<file path="src/rtl/gpio_blink_monitor_if.sv">
// Signal bundle between a GPIO blink monitor and the bench or SoC harness that drives it.
// The harness owns enable and the pad level; the monitor reports blinks and its verdict.
interface gpio_blink_monitor_if;
  logic       enable;
  logic       gpio_in;
  logic       blink_strobe;
  logic [7:0] blink_count;
  logic       busy;
  logic       pass;
  logic       fail;
  logic [1:0] fail_code;

  modport master (
    output enable, gpio_in,
    input  blink_strobe, blink_count, busy, pass, fail, fail_code
  );

  modport slave (
    input  enable, gpio_in,
    output blink_strobe, blink_count, busy, pass, fail, fail_code
  );
endinterface

</file>
<file path="src/rtl/gpio_blink_monitor.sv">
// Watches the mgmt GPIO pad, debounces it, counts complete high-then-low blinks and
// reports pass after BLINK_TARGET blinks or fail if the pad stalls for TIMEOUT cycles.
module gpio_blink_monitor #(
  parameter int BLINK_TARGET = 10,
  parameter int MIN_PULSE    = 4,
  parameter int TIMEOUT      = 100000,
  parameter int CNT_W        = 20
) (
  input logic                 clock,
  input logic                 resetb,
  gpio_blink_monitor_if.slave mon
);

  localparam int FW = (MIN_PULSE > 1) ? $clog2(MIN_PULSE) : 1;
  localparam logic [FW-1:0]    FILT_LAST = FW'(MIN_PULSE - 1);
  localparam logic [CNT_W-1:0] TMO_LAST  = CNT_W'(TIMEOUT - 1);
  localparam logic [7:0]       TARGET    = 8'(BLINK_TARGET);

  typedef enum logic [2:0] {
    IDLE,
    WAIT_INIT_LOW,
    ARMED,
    HIGH,
    DONE_PASS,
    DONE_FAIL
  } state_t;

  logic [1:0]       sync_reg;
  logic [FW-1:0]    filt_cnt_reg;
  logic             filt_reg;
  logic             filt_d_reg;
  state_t           state_reg, state_next;
  logic [CNT_W-1:0] tmo_reg, tmo_next;
  logic [7:0]       count_reg, count_next;
  logic             strobe_reg, strobe_next;
  logic [1:0]       code_reg, code_next;

  logic       sync_level;
  logic       rise_evt, fall_evt, edge_evt;
  logic       tmo_hit;
  logic       active;
  logic [7:0] count_inc;

  assign sync_level = sync_reg[1];

  // The filter holds its level until MIN_PULSE consecutive synced samples disagree with it.
  always_ff @(posedge clock or negedge resetb) begin
    if (!resetb) begin
      sync_reg     <= 2'b00;
      filt_cnt_reg <= '0;
      filt_reg     <= 1'b0;
      filt_d_reg   <= 1'b0;
    end else begin
      sync_reg   <= {sync_reg[0], mon.gpio_in};
      filt_d_reg <= filt_reg;
      if (sync_level == filt_reg) begin
        filt_cnt_reg <= '0;
      end else if (filt_cnt_reg == FILT_LAST) begin
        filt_reg     <= sync_level;
        filt_cnt_reg <= '0;
      end else begin
        filt_cnt_reg <= filt_cnt_reg + FW'(1);
      end
    end
  end

  assign rise_evt  = filt_reg & ~filt_d_reg;
  assign fall_evt  = ~filt_reg & filt_d_reg;
  assign edge_evt  = rise_evt | fall_evt;
  assign tmo_hit   = (tmo_reg == TMO_LAST);
  assign active    = (state_reg == WAIT_INIT_LOW) || (state_reg == ARMED) || (state_reg == HIGH);
  assign count_inc = (count_reg == 8'hFF) ? 8'hFF : count_reg + 8'd1;

  always_ff @(posedge clock or negedge resetb) begin
    if (!resetb) begin
      state_reg  <= IDLE;
      tmo_reg    <= '0;
      count_reg  <= 8'd0;
      strobe_reg <= 1'b0;
      code_reg   <= 2'b00;
    end else begin
      state_reg  <= state_next;
      tmo_reg    <= tmo_next;
      count_reg  <= count_next;
      strobe_reg <= strobe_next;
      code_reg   <= code_next;
    end
  end

  // A filtered edge always beats a coincident timeout; enable=0 beats everything.
  always_comb begin
    state_next  = state_reg;
    tmo_next    = tmo_reg;
    count_next  = count_reg;
    strobe_next = 1'b0;
    code_next   = code_reg;
    if (!mon.enable) begin
      state_next = IDLE;
      tmo_next   = '0;
      count_next = 8'd0;
      code_next  = 2'b00;
    end else begin
      case (state_reg)
        IDLE: state_next = WAIT_INIT_LOW;
        WAIT_INIT_LOW: begin
          if (!filt_reg) begin
            state_next = ARMED;
          end else if (tmo_hit && !edge_evt) begin
            state_next = DONE_FAIL;
            code_next  = 2'b10;
          end
        end
        ARMED: begin
          if (rise_evt) begin
            state_next = HIGH;
          end else if (tmo_hit && !edge_evt) begin
            state_next = DONE_FAIL;
            code_next  = 2'b01;
          end
        end
        HIGH: begin
          if (fall_evt) begin
            strobe_next = 1'b1;
            count_next  = count_inc;
            state_next  = (count_inc == TARGET) ? DONE_PASS : ARMED;
          end else if (tmo_hit && !edge_evt) begin
            state_next = DONE_FAIL;
            code_next  = 2'b10;
          end
        end
        default: ;
      endcase
      if ((state_next != state_reg) || edge_evt) begin
        tmo_next = '0;
      end else if (active) begin
        tmo_next = tmo_reg + CNT_W'(1);
      end
    end
  end

  assign mon.blink_strobe = strobe_reg;
  assign mon.blink_count  = count_reg;
  assign mon.busy         = active;
  assign mon.pass         = (state_reg == DONE_PASS);
  assign mon.fail         = (state_reg == DONE_FAIL);
  assign mon.fail_code    = code_reg;

endmodule

</file>
<file path="src/flat_wrapper.sv">
// flat-port wrapper written by rule: the top's interface ports become plain ports
module gpio_blink_monitor_flat 
#(
  parameter int BLINK_TARGET = 10,
  parameter int MIN_PULSE    = 4,
  parameter int TIMEOUT      = 100000,
  parameter int CNT_W        = 20
)
  (clock, resetb, mon_enable, mon_gpio_in, mon_blink_strobe, mon_blink_count, mon_busy, mon_pass, mon_fail, mon_fail_code);
  gpio_blink_monitor_if mon_i ();
  input logic clock;
  input logic resetb;
  input wire logic [$bits(mon_i.enable)-1:0] mon_enable;
  input wire logic [$bits(mon_i.gpio_in)-1:0] mon_gpio_in;
  output wire logic [$bits(mon_i.blink_strobe)-1:0] mon_blink_strobe;
  output wire logic [$bits(mon_i.blink_count)-1:0] mon_blink_count;
  output wire logic [$bits(mon_i.busy)-1:0] mon_busy;
  output wire logic [$bits(mon_i.pass)-1:0] mon_pass;
  output wire logic [$bits(mon_i.fail)-1:0] mon_fail;
  output wire logic [$bits(mon_i.fail_code)-1:0] mon_fail_code;
  assign mon_i.enable = mon_enable;
  assign mon_i.gpio_in = mon_gpio_in;
  assign mon_blink_strobe = mon_i.blink_strobe;
  assign mon_blink_count = mon_i.blink_count;
  assign mon_busy = mon_i.busy;
  assign mon_pass = mon_i.pass;
  assign mon_fail = mon_i.fail;
  assign mon_fail_code = mon_i.fail_code;
  gpio_blink_monitor #(.BLINK_TARGET(BLINK_TARGET), .MIN_PULSE(MIN_PULSE), .TIMEOUT(TIMEOUT), .CNT_W(CNT_W)) u_core (.clock(clock), .resetb(resetb), .mon(mon_i));
endmodule
</file>
<file path="config.mk">
export PLATFORM = sky130hd
export DESIGN_NAME = gpio_blink_monitor_flat
export DESIGN_NICKNAME = d
export VERILOG_FILES = /design/src/rtl/gpio_blink_monitor_if.sv /design/src/rtl/gpio_blink_monitor.sv /design/src/flat_wrapper.sv
export SDC_FILE = /design/constraint.sdc
export NUM_CORES = 1
export LEC_CHECK = 0
export CELL_PAD_IN_SITES_DETAIL_PLACEMENT = 0
export CELL_PAD_IN_SITES_GLOBAL_PLACEMENT = 2
export CORE_ASPECT_RATIO = 1.1
export CORE_MARGIN = 2
export CORE_UTILIZATION = 40
export DETAILED_ROUTE_END_ITERATION = 6
export PLACE_DENSITY = 0.89
export SYNTH_ARGS = -nofsm -noshare
export SYNTH_HDL_FRONTEND = slang
export SYNTH_SLANG_ARGS = --single-unit
</file>
<file path="constraint.sdc">
create_clock -name clock -period 2.8 [get_ports clock]
set_input_delay 0.42 -clock clock [delete_from_list [all_inputs] [get_ports clock]]
set_output_delay 0.42 -clock clock [all_outputs]
set_load 0.01 [all_outputs]
</file>
==> results.json <==
{
  "largest_reg_flops": 20,
  "cts_tree": "done",
  "cts-buffers-inserted": 5,
  "via_per_inst": 5.14,
  "antenna_left": 0,
  "ir_drop_mv": 0.333,
  "worstSetupEndpointType": "primary output",
  "antenna_found_initial": 0,
  "path_clk_slew_ns": 0.08,
  "initial_core_util_pct": 40.9,
  "ys_seq_area_share_pct": 46.0,
  "cts_max_level": 2,
  "worst_slew_pin_slew_ns": 0.890,
  "fp-row-count": 28,
  "via_count": 1608,
  "reg2reg_from": "u_core.filt_reg",
  "clock_skew_ns": 0.00736,
  "die_h_um": 81.4,
  "syn_nets": 231,
  "path_cells": "o21bai_2 -> inv_1 -> clkdlybuf4s50_1",
  "fin_tns_setup_ns": 0,
  "clkPwrFrac_pct": 28.1,
  "dieArea_sq_mm": 0.00605,
  "syn_inst": 221,
  "final_cell_mix": "dfrtp_1 (40), nor2_1 (22), nand2_1 (19)",
  "ctsRootBufferMaster": "clkbuf_8",
  "crit_required_ns": 2.38,
  "synth_area_leaders": "dfrtp_1 (46%), xor2_1 (7.2%), nor2_1 (3.8%)",
  "grt_setup_unrepaired": "no",
  "crit_buf_inv": 2,
  "syn_area_per_cell_sq_um": 9.85,
  "wirelength_um": 4120,
  "nNetsFinal": 248,
  "hpwlAfterDp_um": 2890,
  "swShare_pct": 31.5,
  "n_fill_cell": 531,
  "slew_headroom_pct": 40.7,
  "worstSkewPairLatency_ns": 0.29,
  "drtPass1Iterations": 4,
  "postCtsSetupBuffers": 0,
  "grt_pass1_vias": 1547,
  "grt_pass1_wl_um": 7270,
  "critPathArrivalTime_ns": 1.89,
  "r2r_cells": 7,
  "power.density_mw_per_mm2": 583,
  "path_class": "reg -> out",
  "cts_hold_buf": 0,
  "holdWs_ns": 0.253,
  "grt_max_degree": 41,
  "syn2layout_area_growth_pct": 14.5,
  "slew_violations": 0,
  "synth_top_area_share_pct": 46.0,
  "fin_crit_ns": 2.31,
  "port_buffers": 17,
  "synthArstFlopShare_pct": 100,
  "cp.depth": 3,
  "drtIter0Drc": 124,
  "drc": 0,
  "fmax_mhz": 433,
  "max_stage_delay_ns": 0.56,
  "critPathTopFamily": "buffers and inverters",
  "multi_input_area_sq_mm": 0.00109,
  "synth_edf_count": 0,
  "hold_viol_final": 0,
  "core_area_sq_mm": 0.00533,
  "fin_cells": 313,
  "yosys_warnings": 0,
  "gp_congestion": 0.735,
  "crit_path_end": "mon_busy",
  "crit_path_start": "u_core.state_reg[2]",
  "setup_viol": 0,
  "synth_area_sq_mm": 0.00218,
  "wl_per_cell_um": 13.2,
  "slowest_stage": "dfrtp_1",
  "die_w_um": 74.3,
  "rrSetupSlack_ns": 0.82,
  "post-route-period-util_pct": 82.5,
  "clockBufferDepth": 2,
  "path_max_fanout": 13,
  "pwr-share-seq_pct": 47.2,
  "synth_top_area_cell": "dfrtp_1",
  "layout_commonest_cell": "dfrtp_1",
  "hold_class": "in -> async",
  "seq_area_sq_mm": 0.00100,
  "p_int_mw": 0.996,
  "netlist-cell-type-count": 48,
  "diodes": 0,
  "track_usage_pct": 15.5,
  "clock_sinks": 40,
  "dp_cells": 306,
  "r2r_end": "u_core.tmo_reg[4]",
  "p_leak_nw": 1.03,
  "worst_setup_path_start_kind": "flop",
  "power.switching_mw": 0.457,
  "grt.overflow.total": 0,
  "post_cts_resized": 0,
  "drive_gt1_share_pct": 11.8,
  "synth_flop_cell": "dfrtp_1",
  "status": "finished, final reports clean",
  "synth-seq-cells": 40,
  "pin_count": 18,
  "combPwrFrac_pct": 24.7,
  "maxCapViolCount": 0
}
-- power by group through the flow --
| stage | clock network, mW | registers, mW | logic [mW] |
|---|---|---|---|
| 6_report | 0.409 | 0.685 | 0.359 |
| 5_1_grt | 0.445 | 0.697 | 0.419 |
| 4_1_cts | 0.425 | 0.687 | 0.369 |
| 3_5_place_dp | 0 | 0.700 | 0.366 |
| 3_3_place_gp | 0 | 0.699 | 0.368 |
| 2_1_floorplan | 0 | 0.659 | 0.313 |
-- routing by layer --
metal  vias up  track usage (%)  routed length, um
li1        816                -                  -
met1       762             21.1               1980
met2        25             24.6               1930
met3         5             3.85                151
met4         0             4.29                 56
met5         -                0                  0
-- area by class of cell --
cell class              instances  area share (%)
multi-input cells             165            43.9
flip-flops and latches         40            40.2
repair buffers                 19            7.23
clock buffers                   7            3.87
well taps                      75            3.77
inverters                       7            1.05
-- per-stage QoR --
step / instance area (sq um) / power [mW] / worst slack [ns] / util (%)
global route: 2490 / 1.56 / 0.363 / 46.8
detailed placement: 2390 / 1.07 / 0.803 / 45.0
CTS: 2490 / 1.48 / 0.463 / 46.8
global placement: 2390 / 1.07 / 0.799 / 45.0
floorplan: 2180 / 0.973 / 1.04 / -
finish: 2490 / 1.45 / 0.491 / 46.8
-- cell families (layout without fill, tap and decap cells) --
kind of cell             after synthesis  in the layout  share of synthesized area, %
AO/OA/AOI/OAI                         33             33                          11.2
AND/OR/NAND/NOR                      101            101                          25.4
multiplexers                           3              3                          1.38
buffers and inverters                 16             33                          3.74
flip-flops                            40             40                          46.0
adder cells (fa/ha/maj)                6              6                          3.45
XOR/XNOR                              22             22                          8.86
-- Yosys cell counts (2+ instances only) --
cell type,instances
nand4_1,7
and3_1,5
nor2_1,22
buf_2,2
nand2_1,19
inv_1,7
nor4_1,4
a211oi_1,3
ha_1,6
mux2i_1,3
clkbuf_1,4
xnor2_1,4
nor2_2,11
a21oi_1,6
o21ai_0,6
and4_1,4
nor3_1,5
buf_6,2
o22ai_1,3
a311oi_1,2
nand3_1,13
dfrtp_1,40
xor2_1,18
-- how the worst min path moves through the flow --
stage / to / slack (ns) / depth (start not counted) / start
detailed placement: u_core.sync_reg[1] / 0.34 / 0 / u_core.sync_reg[0]
finish: u_core.filt_cnt_reg[1] / 0.25 / 1 / resetb
CTS: u_core.state_reg[1] / 0.29 / 1 / resetb
global placement: u_core.sync_reg[1] / 0.34 / 0 / u_core.sync_reg[0]
global route: u_core.filt_cnt_reg[1] / 0.33 / 1 / resetb
floorplan: u_core.filt_cnt_reg[0] / 0.12 / 0 / resetb
No activity file was read; power rests on OpenSTA's default activity.
